$ cat src/rtl/register_pipe_elastic.sv
// Elastic pipeline register: DEPTH valid-tagged stages with a valid/ready
// handshake at both ends, bubble collapse, occupancy count and synchronous flush.
module register_pipe_elastic #(
   parameter int unsigned WIDTH = 8,
   parameter int unsigned DEPTH = 2
) (
   input  logic                         clk,
   input  logic                         reset,
   input  logic                         flush,
   input  logic                         in_valid,
   input  logic [WIDTH-1:0]             in_data,
   output logic                         in_ready,
   output logic                         out_valid,
   output logic [WIDTH-1:0]             out_data,
   input  logic                         out_ready,
   output logic [$clog2(DEPTH+1)-1:0]   occupancy
);

   localparam int unsigned CNT_W = $clog2(DEPTH+1);

   logic [DEPTH-1:0] valid_q, valid_d;
   logic [DEPTH-1:0] rdy;
   logic [WIDTH-1:0] data_q [DEPTH];
   logic [WIDTH-1:0] data_d [DEPTH];
   logic [CNT_W-1:0] occ_q, occ_d;
   logic             in_xfer, out_xfer;

   // A stage may load when it is empty or the stage after it can move on.
   always_comb begin
      rdy = '0;
      rdy[DEPTH-1] = !valid_q[DEPTH-1] | out_ready;
      for (int unsigned k = 1; k < DEPTH; k++) begin
         rdy[DEPTH-1-k] = !valid_q[DEPTH-1-k] | rdy[DEPTH-k];
      end
   end

   assign in_ready  = rdy[0] & !flush & !reset;
   assign in_xfer   = in_valid & in_ready;
   assign out_valid = valid_q[DEPTH-1];
   assign out_data  = data_q[DEPTH-1];
   assign out_xfer  = out_valid & out_ready;
   assign occupancy = occ_q;

   always_comb begin
      valid_d = valid_q;
      for (int unsigned k = 0; k < DEPTH; k++) begin
         data_d[k] = data_q[k];
      end

      if (rdy[0]) begin
         valid_d[0] = in_xfer;
         if (in_xfer) begin
            data_d[0] = in_data;
         end
      end

      for (int unsigned k = 1; k < DEPTH; k++) begin
         if (rdy[k]) begin
            valid_d[k] = valid_q[k-1];
            if (valid_q[k-1]) begin
               data_d[k] = data_q[k-1];
            end
         end
      end

      if (flush) begin
         valid_d = '0;
      end
   end

   always_comb begin
      occ_d = occ_q;
      if (flush) begin
         occ_d = '0;
      end else if (in_xfer && !out_xfer) begin
         occ_d = occ_q + CNT_W'(1);
      end else if (!in_xfer && out_xfer) begin
         occ_d = occ_q - CNT_W'(1);
      end
   end

   always_ff @(posedge clk) begin
      if (reset) begin
         valid_q <= '0;
         occ_q   <= '0;
         for (int unsigned k = 0; k < DEPTH; k++) begin
            data_q[k] <= '0;
         end
      end else begin
         valid_q <= valid_d;
         occ_q   <= occ_d;
         for (int unsigned k = 0; k < DEPTH; k++) begin
            data_q[k] <= data_d[k];
         end
      end
   end

endmodule

$ cat config.mk
export PLATFORM = sky130hd
export DESIGN_NAME = register_pipe_elastic
export DESIGN_NICKNAME = d
export VERILOG_FILES = /design/src/rtl/register_pipe_elastic.sv
export SDC_FILE = /design/constraint.sdc
export NUM_CORES = 1
export LEC_CHECK = 0
export BUFFER_PORTS_ARGS = -buffer_cell sky130_fd_sc_hd__buf_2
export CORE_MARGIN = 5
export CORE_UTILIZATION = 36
export CTS_CLUSTER_SIZE = 10
export DETAILED_ROUTE_END_ITERATION = 8
export GPL_TIMING_DRIVEN = 0
export PLACE_DENSITY_LB_ADDON = 0.05
export SLEW_MARGIN = 20
export SYNTH_ARGS = -nofsm -noshare
export SYNTH_HDL_FRONTEND = slang
export SYNTH_SLANG_ARGS = --single-unit
$ cat constraint.sdc
create_clock -name clk -period 3.35 [get_ports clk]
set_input_delay 0.1675 -clock clk [delete_from_list [all_inputs] [get_ports clk]]
set_output_delay 0.1675 -clock clk [all_outputs]
set_load 0.005 [all_outputs]
==> impl_results.md <==
* Outcome: complete, no violations
* Peak supply drop at 0.000342 V
* Die X at ~61 µm
* Detailed Route Iter0 Violations at 4
* Relative slew margins at 69.3%
* Maximum buffer depth of the clock tree at 2
* Final Power at 0.488 mW
* First-pass GRT wire length at 3.23 mm
* Clock sinks at 20
* Sequential power share at 51.3%
* Routed Antenna Nets at 0
* Crit. End Element: register
* Period Utilization, post-route at 55.6%
* Setup tns final at 0 ns
* Top-count cell post-synth: dfxtp_1
* Int Pwr at 0.389 mW
* Final Hold Viols at 0
* Worst hold endpoint: data_q[0][6]
* Drt drc at 0
* Site row count at 18
* Dpl hpwl at about 1.5 mm
* Post-synth ARST share at 0%
* RSZ-0062 raised after global routing: false
* Clock Power Share at between 30% and 40%
* Hold Crit Depth at 3
* Post-route cell area at 1150 µm²
* Layout fillers at 263
* Yosys reg bits at 20
* Final setup fails at 0
* GPL Wtd Cong at a little under 0.7
* Min cycle time layout at 1.86 ns
* Max_cap viols at 0
* DP Area at 1100 µm²
* Starting Density at 37.8%
* WS Path Type: reg -> reg
* PortBufs at 24
* Gr busiest metal: met2
* Grt ovf at 0
* Avg Cell Area, Syn at 9.45 µm²
* Via count at 775
* Mapped Area at about 940 µm²
* Post-CTS Hold Fix Bufs at 0
* Met1 usage at 14.5%
* Top cells by area, synth: dfxtp_1 (42%), nand3_1 (8.5%), o21ai_2 (7.4%)
* Vias in the first global route at 736
* Ys Warns at 0
* Die Area at approximately 3700 µm²
* Worst-Skew Late Latency at 0.30 ns
* CP startpoint kind: register
* Io pins at 25
* Met3 Usage GRT at about 2.7%
* Initial antenna violation count at 0
* Seq/Total Area, Yosys at 42.4%
* Switch share at 20.2%
* Cts bufs inserted at 3
* Syn Inst Count at 100
* Skew final at ~0.013 ns
* Number of synthesized flops with an enable pin at 0
* Post-synth top area cell: dfxtp_1
* Post-CTS setup buffers at 0
* Leakage power at 0.513 nW
* Switch Pwr at 0.0985 mW
* Largest net degree at the start of global routing at 13
* Die height at slightly above 60 µm
* Syn_nets at 114
* Area share of the largest cell type after synthesis at 42.4%
* Critical Path RT at 3.57 ns
* Layout Area Growth over Synthesis at 22.3%
* Combinational group share of total power at 9.1%
* Slew Viols, Final at 0
* Routed vias/inst at 4.91
* Initial DRT Pass Iterations at 4
* Reg clk slew, reported paths at 0.12 ns
* PD cells at approximately 420 nW/µm²
* Max Fanout on Critical Path at 10
* Worst Hold Slack at 0.0872 ns
* # nets final at between 100 and 150
* Core ar. at 2500 µm²
* Met2 Track Usage GR at 19.3%
* Commonest cells in the netlist: dfxtp_1 (20), nand3_1 (16), o21ai_0 (9)
* Share of cells above drive strength 1 at 39.8%
* Synth Flop Type: dfxtp_1
* CP Data Arrival Time at between 2 and 2.5 ns
* Distinct cells, synth at 25
* Max Freq at 536 MHz
* Root Driver: clkbuf_4
* R2r worst-path depth at 7
* Wire length per cell at about 12 µm
* Total wire length at 1.87 mm
* Reg2reg setup slack at 1.49 ns
* Worst-Margin Slew at 0.459 ns
* Worst min path class: in -> reg
* Clock H-tree levels at 1
* GRT Overall Usage at a little under an eighth
* Core Util, Final at 46.2%
* Reg2reg start: valid_q[0]
* R2r endpoint: occupancy[1]
* # resized after CTS at 0
* Antenna cells at 0
* Worst Min Path Start: in_data[6]
* TritonCTS clock tree: done
==> layer usage <==
layer	up-vias	share of wire (%)	wire length (µm)
li1	397	-	-
met1	361	44	828
met2	15	49	924
met3	2	4.9	92
met4	0	1.2	22
met5	-	0	0
==> through the flow <==
step	std cells	worst slack [ns]
3_5_place_dp	154	1.44
5_1_grt	158	1.39
2_1_floorplan	100	1.63
6_report	158	1.49
4_1_cts	158	1.47
3_3_place_gp	154	1.45
==> cells by family after synthesis <==
logic type	share of synthesized area (%)
simple gates	24.1
compound gates	18.8
flops	42.4
buf+inv	11.5
xor+xnor	1.85
fa+ha+maj	1.32
==> power by group through the flow <==
stage | sequential (mW) | combinational (mW) | clock, mW
final | 0.250 | 0.0444 | 0.193
after global placement | 0.255 | 0.0447 | 0
after detailed placement | 0.255 | 0.0452 | 0
after CTS | 0.250 | 0.0454 | 0.200
after global routing | 0.251 | 0.0497 | 0.212
after floorplan | 0.254 | 0.0290 | 0
==> worst max-delay path, stage by stage, from the launching register on <==
cell	delay (ns)
dfxtp_1	0.34
buf_6	0.14
nand3b_4	0.13
and2_4	0.18
buf_12	0.14
ha_1	0.32
or3_1	0.37
a21boi_0	0.16
==> state kept, by name, summed over array words and instances, names as in the netlist <==
name	flops
occupancy	2
valid_q	2
data_q	16
==> layout by cell type (no fill, tap or decap), types with 2 or more instances in the layout <==
master | netlist | routed
a21boi_0 | 2 | 2
o21ai_0 | 9 | 9
o21ai_2 | 8 | 8
or2b_1 | 8 | 8
xor2_1 | 2 | 2
nor2_1 | 2 | 2
dfxtp_1 | 20 | 20
nor3_1 | 2 | 2
nand3_1 | 16 | 16
buf_2 | 2 | 26
a21oi_1 | 8 | 8
clkbuf_4 | 0 | 3
buf_4 | 8 | 8
==> how the worst max path moves through the flow <==
| stage | startpoint | to | cells after the start |
|---|---|---|---|
| 2_1_floorplan | valid_q[1] | occupancy[1] | 6 |
| 5_1_grt | valid_q[0] | occupancy[1] | 7 |
| 3_3_place_gp | flush | occupancy[1] | 7 |
| 6_report | valid_q[0] | occupancy[1] | 7 |
| 3_5_place_dp | flush | occupancy[1] | 7 |
| 4_1_cts | valid_q[0] | occupancy[1] | 7 |
==> area by class of cell <==
cell class | count | area, µm² | area share (%)
sequential | 20 | 400 | 34.7
multi-input combinational | 66 | 435 | 37.7
clock inverter | 1 | 30.0 | 2.60
tap | 30 | 37.5 | 3.25
inverter | 1 | 3.75 | 0.325
clock buffer | 3 | 22.5 | 1.95
timing repair buffer | 24 | 120 | 10.4
buffer | 13 | 105 | 9.10
Note: power is estimated with default switching activity, not from simulation.
